### src/rtl/bus_host_port_if.sv
// Host-port signal bundle: command channel in, peripheral bus out/in,
// response channel out. The master modport is the host port itself; the
// slave modport is the view of whatever sits around it (loader + device).
interface bus_host_port_if #(
  parameter int DataWidth    = 32,
  parameter int AddressWidth = 32
);
  // command channel
  logic                      cmd_valid;
  logic                      cmd_ready;
  logic [AddressWidth-1:0]   cmd_addr;
  logic                      cmd_we;
  logic [DataWidth/8-1:0]    cmd_be;
  logic [DataWidth-1:0]      cmd_wdata;
  // peripheral bus
  logic                      bus_req;
  logic [AddressWidth-1:0]   bus_addr;
  logic                      bus_we;
  logic [DataWidth/8-1:0]    bus_be;
  logic [DataWidth-1:0]      bus_wdata;
  logic                      bus_rvalid;
  logic [DataWidth-1:0]      bus_rdata;
  logic                      bus_err;
  // response channel
  logic                      rsp_valid;
  logic                      rsp_ready;
  logic [DataWidth-1:0]      rsp_rdata;
  logic                      rsp_err;
  logic                      rsp_timeout;
  logic                      stray;

  modport master (
    input  cmd_valid, cmd_addr, cmd_we, cmd_be, cmd_wdata,
    output cmd_ready,
    output bus_req, bus_addr, bus_we, bus_be, bus_wdata,
    input  bus_rvalid, bus_rdata, bus_err,
    output rsp_valid, rsp_rdata, rsp_err, rsp_timeout, stray,
    input  rsp_ready
  );

  modport slave (
    output cmd_valid, cmd_addr, cmd_we, cmd_be, cmd_wdata,
    input  cmd_ready,
    input  bus_req, bus_addr, bus_we, bus_be, bus_wdata,
    output bus_rvalid, bus_rdata, bus_err,
    input  rsp_valid, rsp_rdata, rsp_err, rsp_timeout, stray,
    output rsp_ready
  );
endinterface

### src/rtl/bus_host_port.sv
// Single-outstanding bus initiator for the debug/test loader.
// Takes one command, issues one bus request pulse, waits for the device
// reply (or gives up after TimeoutCycles), and presents the result until
// the consumer takes it.
//
// state | meaning
// ------+-------------------------------------------------------------
// IDLE  | cmd_ready high, waiting for a command
// REQ   | bus_req high for exactly this cycle
// WAIT  | counting cycles until rvalid or timeout
// RSP   | rsp_valid high, result held until rsp_ready
module bus_host_port #(
  parameter int DataWidth     = 32,
  parameter int AddressWidth  = 32,
  parameter int TimeoutCycles = 16
) (
  input  logic               clk_i,
  input  logic               rst_ni,
  bus_host_port_if.master    host_if
);

  localparam int CntW = $clog2(TimeoutCycles + 1);
  localparam logic [CntW-1:0] CntLast = CntW'(TimeoutCycles - 1);

  if (DataWidth != 32) begin : g_dw_check
    $error("bus_host_port: only DataWidth = 32 is supported");
  end
  if (TimeoutCycles < 1) begin : g_to_check
    $error("bus_host_port: TimeoutCycles must be >= 1");
  end

  typedef enum logic [1:0] {
    StIdle,
    StReq,
    StWait,
    StRsp
  } state_e;

  state_e                    state_q;
  logic [CntW-1:0]           wait_cnt_q;
  logic                      cmd_ready_q;
  logic                      req_q;
  logic [AddressWidth-1:0]   addr_q;
  logic                      we_q;
  logic [DataWidth/8-1:0]    be_q;
  logic [DataWidth-1:0]      wdata_q;
  logic                      rsp_valid_q;
  logic [DataWidth-1:0]      rdata_q;
  logic                      err_q;
  logic                      timeout_q;
  logic                      stray_q;

  // Transaction sequencer; every output comes straight from a register here.
  always_ff @(posedge clk_i or negedge rst_ni) begin
    if (!rst_ni) begin
      state_q     <= StIdle;
      wait_cnt_q  <= '0;
      cmd_ready_q <= 1'b1;
      req_q       <= 1'b0;
      addr_q      <= '0;
      we_q        <= 1'b0;
      be_q        <= '0;
      wdata_q     <= '0;
      rsp_valid_q <= 1'b0;
      rdata_q     <= '0;
      err_q       <= 1'b0;
      timeout_q   <= 1'b0;
      stray_q     <= 1'b0;
    end else begin
      // A reply while not waiting (incl. a late one after a timeout) is
      // never consumed, only flagged until the next reset.
      if (host_if.bus_rvalid && (state_q != StWait)) begin
        stray_q <= 1'b1;
      end

      case (state_q)
        StIdle: begin
          if (host_if.cmd_valid && cmd_ready_q) begin
            addr_q      <= host_if.cmd_addr;
            we_q        <= host_if.cmd_we;
            be_q        <= host_if.cmd_be;
            wdata_q     <= host_if.cmd_wdata;
            cmd_ready_q <= 1'b0;
            req_q       <= 1'b1;
            state_q     <= StReq;
          end
        end

        StReq: begin
          req_q      <= 1'b0;
          wait_cnt_q <= '0;
          state_q    <= StWait;
        end

        StWait: begin
          // A reply on the last counted cycle still beats the timeout.
          if (host_if.bus_rvalid) begin
            rdata_q     <= host_if.bus_rdata;
            err_q       <= host_if.bus_err;
            timeout_q   <= 1'b0;
            rsp_valid_q <= 1'b1;
            state_q     <= StRsp;
          end else if (wait_cnt_q == CntLast) begin
            rdata_q     <= '0;
            err_q       <= 1'b1;
            timeout_q   <= 1'b1;
            rsp_valid_q <= 1'b1;
            state_q     <= StRsp;
          end else begin
            wait_cnt_q <= wait_cnt_q + 1'b1;
          end
        end

        StRsp: begin
          if (host_if.rsp_ready) begin
            rsp_valid_q <= 1'b0;
            cmd_ready_q <= 1'b1;
            state_q     <= StIdle;
          end
        end

        default: begin
          state_q <= StIdle;
        end
      endcase
    end
  end

  assign host_if.cmd_ready   = cmd_ready_q;
  assign host_if.bus_req     = req_q;
  assign host_if.bus_addr    = addr_q;
  assign host_if.bus_we      = we_q;
  assign host_if.bus_be      = be_q;
  assign host_if.bus_wdata   = wdata_q;
  assign host_if.rsp_valid   = rsp_valid_q;
  assign host_if.rsp_rdata   = rdata_q;
  assign host_if.rsp_err     = err_q;
  assign host_if.rsp_timeout = timeout_q;
  assign host_if.stray       = stray_q;

endmodule
### src/flat_wrapper.sv
// flat-port wrapper written by rule: the top's interface ports become plain ports
module bus_host_port_flat 
#(
  parameter int DataWidth     = 32,
  parameter int AddressWidth  = 32,
  parameter int TimeoutCycles = 16
)
  (clk_i, rst_ni, host_if_cmd_valid, host_if_cmd_addr, host_if_cmd_we, host_if_cmd_be, host_if_cmd_wdata, host_if_cmd_ready, host_if_bus_req, host_if_bus_addr, host_if_bus_we, host_if_bus_be, host_if_bus_wdata, host_if_bus_rvalid, host_if_bus_rdata, host_if_bus_err, host_if_rsp_valid, host_if_rsp_rdata, host_if_rsp_err, host_if_rsp_timeout, host_if_stray, host_if_rsp_ready);
  bus_host_port_if #(.DataWidth(DataWidth), .AddressWidth(AddressWidth)) host_if_i ();
  input  logic clk_i;
  input  logic rst_ni;
  input wire logic [$bits(host_if_i.cmd_valid)-1:0] host_if_cmd_valid;
  input wire logic [$bits(host_if_i.cmd_addr)-1:0] host_if_cmd_addr;
  input wire logic [$bits(host_if_i.cmd_we)-1:0] host_if_cmd_we;
  input wire logic [$bits(host_if_i.cmd_be)-1:0] host_if_cmd_be;
  input wire logic [$bits(host_if_i.cmd_wdata)-1:0] host_if_cmd_wdata;
  output wire logic [$bits(host_if_i.cmd_ready)-1:0] host_if_cmd_ready;
  output wire logic [$bits(host_if_i.bus_req)-1:0] host_if_bus_req;
  output wire logic [$bits(host_if_i.bus_addr)-1:0] host_if_bus_addr;
  output wire logic [$bits(host_if_i.bus_we)-1:0] host_if_bus_we;
  output wire logic [$bits(host_if_i.bus_be)-1:0] host_if_bus_be;
  output wire logic [$bits(host_if_i.bus_wdata)-1:0] host_if_bus_wdata;
  input wire logic [$bits(host_if_i.bus_rvalid)-1:0] host_if_bus_rvalid;
  input wire logic [$bits(host_if_i.bus_rdata)-1:0] host_if_bus_rdata;
  input wire logic [$bits(host_if_i.bus_err)-1:0] host_if_bus_err;
  output wire logic [$bits(host_if_i.rsp_valid)-1:0] host_if_rsp_valid;
  output wire logic [$bits(host_if_i.rsp_rdata)-1:0] host_if_rsp_rdata;
  output wire logic [$bits(host_if_i.rsp_err)-1:0] host_if_rsp_err;
  output wire logic [$bits(host_if_i.rsp_timeout)-1:0] host_if_rsp_timeout;
  output wire logic [$bits(host_if_i.stray)-1:0] host_if_stray;
  input wire logic [$bits(host_if_i.rsp_ready)-1:0] host_if_rsp_ready;
  assign host_if_i.cmd_valid = host_if_cmd_valid;
  assign host_if_i.cmd_addr = host_if_cmd_addr;
  assign host_if_i.cmd_we = host_if_cmd_we;
  assign host_if_i.cmd_be = host_if_cmd_be;
  assign host_if_i.cmd_wdata = host_if_cmd_wdata;
  assign host_if_cmd_ready = host_if_i.cmd_ready;
  assign host_if_bus_req = host_if_i.bus_req;
  assign host_if_bus_addr = host_if_i.bus_addr;
  assign host_if_bus_we = host_if_i.bus_we;
  assign host_if_bus_be = host_if_i.bus_be;
  assign host_if_bus_wdata = host_if_i.bus_wdata;
  assign host_if_i.bus_rvalid = host_if_bus_rvalid;
  assign host_if_i.bus_rdata = host_if_bus_rdata;
  assign host_if_i.bus_err = host_if_bus_err;
  assign host_if_rsp_valid = host_if_i.rsp_valid;
  assign host_if_rsp_rdata = host_if_i.rsp_rdata;
  assign host_if_rsp_err = host_if_i.rsp_err;
  assign host_if_rsp_timeout = host_if_i.rsp_timeout;
  assign host_if_stray = host_if_i.stray;
  assign host_if_i.rsp_ready = host_if_rsp_ready;
  bus_host_port #(.DataWidth(DataWidth), .AddressWidth(AddressWidth), .TimeoutCycles(TimeoutCycles)) u_core (.clk_i(clk_i), .rst_ni(rst_ni), .host_if(host_if_i));
endmodule
### config.mk
export PLATFORM = sky130hd
export DESIGN_NAME = bus_host_port_flat
export DESIGN_NICKNAME = d
export VERILOG_FILES = /design/src/rtl/bus_host_port_if.sv /design/src/rtl/bus_host_port.sv /design/src/flat_wrapper.sv
export SDC_FILE = /design/constraint.sdc
export NUM_CORES = 1
export LEC_CHECK = 0
export CAP_MARGIN = 20
export CORE_ASPECT_RATIO = 1.4
export CORE_UTILIZATION = 40
export CTS_CLUSTER_DIAMETER = 150
export DETAILED_ROUTE_END_ITERATION = 10
export PLACE_DENSITY_LB_ADDON = 0.3
export SLEW_MARGIN = 20
export SYNTH_ARGS = -nofsm -noshare
export SYNTH_HDL_FRONTEND = slang
export SYNTH_SLANG_ARGS = --single-unit
### constraint.sdc
create_clock -name clk_i -period 1.95 [get_ports clk_i]
set_input_delay 0.585 -clock clk_i [delete_from_list [all_inputs] [get_ports clk_i]]
set_output_delay 0.585 -clock clk_i [all_outputs]
set_load 0.1 [all_outputs]
== Word level (Yosys, flattened, before mapping) ==
Index checks and enable logic that the tools add are counted.
Storage, ports and cells
  flip-flop bits (word level): 114
  input port bits: 107
  word-level logic and storage cells: 60
Cells by class
  reductions and logical operators: 15
  eq/ne operators: 10
  add/sub/neg operators: 1
  multiplexer cells: 21
Operators with widths (count)
  32-bit 2-to-1 mux: 2
  3-bit AND reduction: 4
  5-bit 2-to-1 mux: 2
  5-bit one-hot mux with 2 select lines: 1
  2-bit nonzero test: 5
  1-bit 2-to-1 mux: 8
  2-bit 2-to-1 mux: 4
  2-bit inequality test, second input constant: 4
  2-bit one-hot mux with 4 select lines: 1
  1-bit one-hot mux with 2 select lines: 3
  2-bit AND reduction: 3
  5-bit by 1-bit adder with 5-bit output, second input constant: 1
  5-bit by 4-bit equality test with 1-bit output, second input constant: 1
  2-bit equality test, second input constant: 2
  3-bit by 2-bit inequality test with 1-bit output, second input constant: 1
  2-bit by 1-bit equality test with 1-bit output, second input constant: 1
  1-bit logical AND: 2
  2-bit zero test: 1
  2-bit by 1-bit inequality test with 1-bit output, second input constant: 1

== Longest topological paths before layout ==
Gate-level depths: netlist (run 1).
  depth in word-level cells: 4
  depth in mapped cells: 7

== Least setup slack after synthesis (run 1) ==
No wires, ideal clock.
  path kind: reg2reg
  from: register u_core.cmd_ready_q (netlist: u_core.host_if.cmd_ready)
  to: register u_core.wdata_q[18] (netlist: u_core.host_if.bus_wdata[18])
  cell stages (with the launch flop): 5
  arrival: 1.691 ns
  slack: 0.134 ns
  setup time: 0.125 ns
  cell sequence: dfstp_2 nand3_2 buf_6 buf_6 mux2_4
Between the ends
  word-level cells in the longest chain between the ends: 2
RTL lines
  start: declaration: line bus_host_port.sv:41  | logic cmd_ready_q;
  start signal: assignment: line bus_host_port.sv:58  | cmd_ready_q <= 1'b1;
  start signal: assignment: line bus_host_port.sv:83  | cmd_ready_q <= 1'b0;
  start signal: assignment: line bus_host_port.sv:117  | cmd_ready_q <= 1'b1;
  1-bit logical AND: line bus_host_port.sv:78  | if (host_if.cmd_valid && cmd_ready_q) begin
  2-bit AND reduction (no line)
  end signal: assignment: line bus_host_port.sv:82  | wdata_q <= host_if.cmd_wdata;
  end: declaration: line bus_host_port.sv:46  | logic [DataWidth-1:0] wdata_q;
No other way between the ends.
A chain may end at the register's enable or synchronous reset.

== Worst setup path after layout (run 1) ==
  from: register u_core.wait_cnt_q[1]
  to: register u_core.state_q[1]
Between the ends
  word-level cells in the longest chain between the ends: 3
RTL lines
  start: declaration: line bus_host_port.sv:40  | logic [CntW-1:0] wait_cnt_q;
  start signal: assignment: line bus_host_port.sv:110  | wait_cnt_q <= wait_cnt_q + 1'b1;
  5-bit by 4-bit equality test with 1-bit output: line bus_host_port.sv:103  | end else if (wait_cnt_q == CntLast) begin
  3-bit by 2-bit inequality test with 1-bit output (no line)
  3-bit AND reduction (no line)
  end signal: assignment: line bus_host_port.sv:102  | state_q <= StRsp;
  end signal: assignment: line bus_host_port.sv:108  | state_q <= StRsp;
  end signal: assignment: line bus_host_port.sv:118  | state_q <= StIdle;
  end: declaration: line bus_host_port.sv:39  | state_e state_q;
No other way between the ends.

==> results.toml, run 1 <==
[layout]
fin_cells = 668
multi_input_area_mm2 = 0.00144
seqCellArea_mm2 = 0.00285
area_delta_synth_final_pct = 91.8
post-route-cell-area_mm2 = 0.00845
drive_above_1_share = 0.429
num-nets-final = 627
nFillCells = 621
antenna_cells = 0

[worst_setup_path]
path_class = "flip-flop to flip-flop"
start_kind = "flip-flop"
critical_path.endpoint_type = "flip-flop"
worstReg2RegStart = "u_core.wait_cnt_q[1]$_DFFE_PN0P_"
critPathLaunch = "u_core.wait_cnt_q[1]$_DFFE_PN0P_"
crit_required_ns = 2.23
crit_fanout = 4
cp.arrival_ns = 2.11

[sta]
finalCritPeriodShare = 0.939
hold_violations = 0
relSlewSlack = 0.728
tns_ns = 0
period_minus_slack_ns = 1.83
timing.fmax_mhz = 546
tightestPinTransition_ns = 0.408
drv_slew = 0
rsz0062_at_grt = "false"
finalClockSkew_ns = 0.00640
setup_viol = 0

[synthesis]
yosys.area_share.simple = 0.0267
synth_edf_count = 0
synth_area_leaders = "dfrtp_1 64%, mux2_2 15%, a22o_1 6.8%"
yosysTopAreaCell = "dfrtp_1"
synth-seq-cells = 114
synth_commonest_cells = "113 x dfrtp_1, 60 x mux2_2, 34 x a22o_1, 14 x buf_2, 10 x mux2_4"
synthCells = 284
ys_seq_area_frac = 0.648
synth.top_cell.area_share = 0.642
ys_types = 27
yosys_most_used_dff = "dfrtp_1"
synthArstFlopShare = 1.00
synth_mux_area_frac = 0.194
synth_xor_area_frac = 0.00199
postSynthAreaPerCell_um2 = 15.5
synth_area_mm2 = 0.00440
ys.warnings.count = 0
syn_nets = 397
synth-compound-area-share = 0.0858
yosysMostFrequentCell = "dfrtp_1"
synth_fa_ha_area_frac = 0.0170
synth_top_family_by_area = "multiplexers"

[clock_tree]
cts_hold_buf = 0
clockBufferDepth = 2
cts_sinks = 114
cts_resized = 0
insertion_delay_ns = 0.40
cts-root-buf = "clkbuf_16"
clk_pin_slew_ns = 0.05
numCtsBuffers = 17
htree_num_levels = 4
cts_tree = "built"
post_cts_buffers = 0

[power]
powerDensity_mw_per_mm2 = 651
p_leak_nw = 3.98
peakVddDrop_v = 0.000602

[route]
wire_per_inst_um = 17.9
drt-total-wl_um = 12000
viasPerCell = 4.87
drc = 0
drt_iter0_drc = 73
final_antenna_net_count = 0
dr.pass1.iters = 4
via_count = 3254

[global_route]
antenna_found_initial = 0
grt_max_degree = 52
grt_overflow = 0
groute.usage.overall = 0.222
first_global_vias = 3596
grt_pass1_wl_um = 19100

[floorplan]
rows = 45
core-area_mm2 = 0.0108
io_pins = 214
start_util = 0.410
dieArea_mm2 = 0.0114
fp.dieH_um = 126
die_w_um = 90.7

[placed_design]
portBuffers = 213
routabilityCongestion = 0.764
dp_cells = 636
dp_hpwl_um = 9040
place_area_mm2 = 0.00789

[min_path]
hold_path.class = "input port to asynchronous set/reset pin"

[outcome]
outcome = "finished, final reports clean"

[flow_run]
drv_cap = 0
## worst max-delay path: stages (launching register included)
cell	delay, ns
dfrtp_1	0.37
ha_1	0.18
and3_1	0.17
ha_1	0.30
nor3b_4	0.07
a211oi_1	0.25
mux2_2	0.37
## kinds of logic (layout without fill, tap and decap cells)
group                    Yosys count  after routing
adder cells (fa/ha/maj)            6              6
XOR/XNOR                           1              1
buffers and inverters             22            265
AO/OA/AOI/OAI                     47             47
AND/OR/NAND/NOR                   21             21
multiplexers                      73             73
flip-flops                       114            114
## placed cells by master, fill, tap and decap left out, types with 2 or more instances in the layout
cell type and count:
nor2_1 4, buf_12 114, clkinvlp_4 2, nor2b_1 3, buf_4 8, a21oi_1 5, clkbuf_1 2, a22o_1 34
ha_1 6, mux2_4 10, mux2_2 60, clkinv_2 6, dfrtp_1 113, o21ai_0 3, mux2i_1 3, nand2_1 8
inv_1 6, clkbuf_8 3, clkbuf_16 17, clkdlybuf4s50_1 105
## routing by layer
layer,vias to the layer above,GRT usage,wire (µm)
li1,1484,-,-
met4,0,0.105,336
met3,22,0.0616,656
met1,1631,0.233,4120
met5,-,0,0
met2,117,0.405,6870
## cell type report
class / instances / share of cell area
Clock buffer: 22 / 0.0561
Inverter: 6 / 0.00267
Clock inverter: 10 / 0.00992
Multi-Input combinational cell: 148 / 0.171
Tap cell: 141 / 0.0209
Sequential cell: 114 / 0.338
Timing Repair Buffer: 227 / 0.402
## path summary, 6_finish.rpt
path                                                            to  slack [ns]  cells after the start
max                                  u_core.state_q[1]$_DFFE_PN0P_        0.12                      6
min                        u_core.host_if.bus_addr[11]$_DFFE_PN0P_        0.12                      1
max reg2reg                          u_core.state_q[1]$_DFFE_PN0P_        0.12                      6
min reg2reg                       u_core.wait_cnt_q[4]$_DFFE_PN0P_        0.51                      1
max in group asynchronous  u_core.host_if.bus_wdata[9]$_DFFE_PN0P_        1.21                      2
min in group clk_i                u_core.wait_cnt_q[4]$_DFFE_PN0P_        0.51                      1
## flip-flops by register name (all words and copies together) (netlist names), 2 cells and up
register                  cells
u_core.host_if.bus_addr      32
u_core.host_if.bus_be         4
u_core.host_if.bus_wdata     32
u_core.host_if.rsp_rdata     32
u_core.state_q                2
u_core.wait_cnt_q             5
## power by group
part | total [mW] | switching, mW | internal [mW]
registers | 2.37 | 0.000000000000000113 | 2.37
logic | 0.283 | 0.0853 | 0.198
clock network | 2.85 | 1.01 | 1.84
## metrics by stage
step / utilization / setup WS, ns / power, mW / hold slack, ns
5_1_grt: 0.785 / 0.00244 / 5.70 / 0.134
4_1_cts: 0.785 / 0.106 / 5.57 / 0.115
3_3_place_gp: 0.734 / -0.101 / 2.69 / 0.456
2_1_floorplan: - / 0.134 / 2.41 / 0.289
6_report: 0.785 / 0.118 / 5.50 / 0.120
3_5_place_dp: 0.734 / -0.130 / 2.69 / 0.489
No activity file was read; power rests on OpenSTA's default activity.
==> run 2: changes to the inputs <==
CORE_UTILIZATION = 41   (was 40)
==> results.toml, run 2 (synthesis results as in run 1) <==
[outcome]
outcome = "finished, final reports clean"

[layout]
mostFrequentLayoutCells = "114 x buf_12, 113 x dfrtp_1, 105 x clkdlybuf4s50_1"
drive_above_1_share = 0.436
num-nets-final = 630
antenna_cells = 0
area_delta_synth_final_pct = 93.4
finish.utilization = 0.819
nFillCells = 531
final_common_cell = "buf_12"

[min_path]
hold_path.class = "input port to asynchronous set/reset pin"

[floorplan]
core-area_mm2 = 0.0104
fp.dieH_um = 125
rows = 44
die_w_um = 89.6
io_pins = 214
dieArea_mm2 = 0.0112
start_util = 0.423

[sta]
hold_violations = 0
relSlewSlack = 0.788
tightestPinTransition_ns = 0.319
finalCritPeriodShare = 0.989
period_minus_slack_ns = 1.93
finalClockSkew_ns = 0.0102
timing.fmax_mhz = 519
setup_viol = 0
drv_slew = 0

[global_route]
groute.usage.overall = 0.236
first_global_vias = 3713
antenna_found_initial = 0
grt_pass1_wl_um = 19300
grt_overflow = 0
grt_max_degree = 59

[placed_design]
dp_hpwl_um = 9230
routabilityCongestion = 0.788
portBuffers = 213

[power]
powerDensity_mw_per_mm2 = 674
p_leak_nw = 4.02
peakVddDrop_v = 0.000739
power.total_mw = 5.74

[clock_tree]
numCtsBuffers = 17
cts_tree = "built"
clk_pin_slew_ns = 0.05
cts_hold_buf = 0
clockBufferDepth = 2
insertion_delay_ns = 0.40
cts_sinks = 114
htree_num_levels = 4
cts-root-buf = "clkbuf_16"

[worst_setup_path]
crit_required_ns = 2.26
crit_fanout = 5
path_class = "flip-flop to flip-flop"
reg2reg_slack_ns = 0.02
start_kind = "flip-flop"
cp.arrival_ns = 2.24
critical_path.endpoint_type = "flip-flop"

[route]
wire_per_inst_um = 18.5
dr.pass1.iters = 4
drt-total-wl_um = 12300
drt_iter0_drc = 102
via_count = 3275
drc = 0
final_antenna_net_count = 0
viasPerCell = 4.90

[flow_run]
drv_cap = 0
-- run 2: where the power goes --
part,leakage (nW),internal (mW),switching (mW)
clock,0.292,2.06,1.03
combinational,2.16,0.199,0.0841
sequential,1.56,2.37,0.000000000000000124
total,4.02,4.63,1.11
-- run 2: timing repair --
item | 4_1_cts | 5_1_grt
gates resized for setup | 0 | 3
setup endpoints to repair | 0 | 2
buffers inserted | 0 | 0
-- run 2: critical path, cell delays in order, from the launching register on --
cell and delay (ns):
dfrtp_1 0.41, ha_1 0.22, and3_1 0.19, ha_2 0.22, nor3b_4 0.23, buf_4 0.18
nand4_1 0.16, mux2i_1 0.23
-- run 2: layout make-up --
cell class	instances	area (µm²)	share of cell area
Sequential cell	114	2850	0.335
Clock inverter	11	135	0.0159
Tap cell	138	173	0.0203
Clock buffer	21	460	0.0541
Timing Repair Buffer	230	3420	0.401
Multi-Input combinational cell	148	1460	0.171
Inverter	6	22.5	0.00264
-- run 2: through the flow --
step | hold WS, ns | cells | area (µm²) | setup WS (ns) | TNS, ns
final | 0.177 | 668 | 8520 | 0.0223 | 0
after global routing | 0.196 | 668 | 8520 | -0.0463 | -0.0463
after CTS | 0.187 | 668 | 8500 | 0.0396 | 0
after detailed placement | 0.488 | 636 | 7910 | -0.146 | -0.260
after global placement | 0.457 | 636 | 7910 | -0.0742 | -0.0742
after floorplan | 0.289 | 284 | 4400 | 0.134 | 0
-- run 2: path summary, 6_finish.rpt --
check,end,start,depth (start not counted)
max in group asynchronous,u_core.host_if.bus_be[1]$_DFFE_PN0P_,rst_ni,2
min reg2reg,u_core.wait_cnt_q[4]$_DFFE_PN0P_,u_core.wait_cnt_q[4]$_DFFE_PN0P_,1
min,u_core.host_if.rsp_valid$_DFFE_PN0P_,rst_ni,2
max,u_core.wait_cnt_q[3]$_DFFE_PN0P_,u_core.wait_cnt_q[1]$_DFFE_PN0P_,7
min in group clk_i,u_core.wait_cnt_q[4]$_DFFE_PN0P_,u_core.wait_cnt_q[4]$_DFFE_PN0P_,1
max reg2reg,u_core.wait_cnt_q[3]$_DFFE_PN0P_,u_core.wait_cnt_q[1]$_DFFE_PN0P_,7
-- run 2: routing by layer --
metal	global-route usage	up-vias	routed length, µm
met5	0	-	0
met4	0.101	0	329
met3	0.0742	25	775
met2	0.431	134	7050
met1	0.237	1636	4180
li1	-	1480	-
==> run 3: changes to the inputs <==
ABC_CLOCK_PERIOD_IN_PS = 1950   (was default)
==> results of run 3 <==
Same layout as run 2: the final DEF is identical, and so are final timing and power.
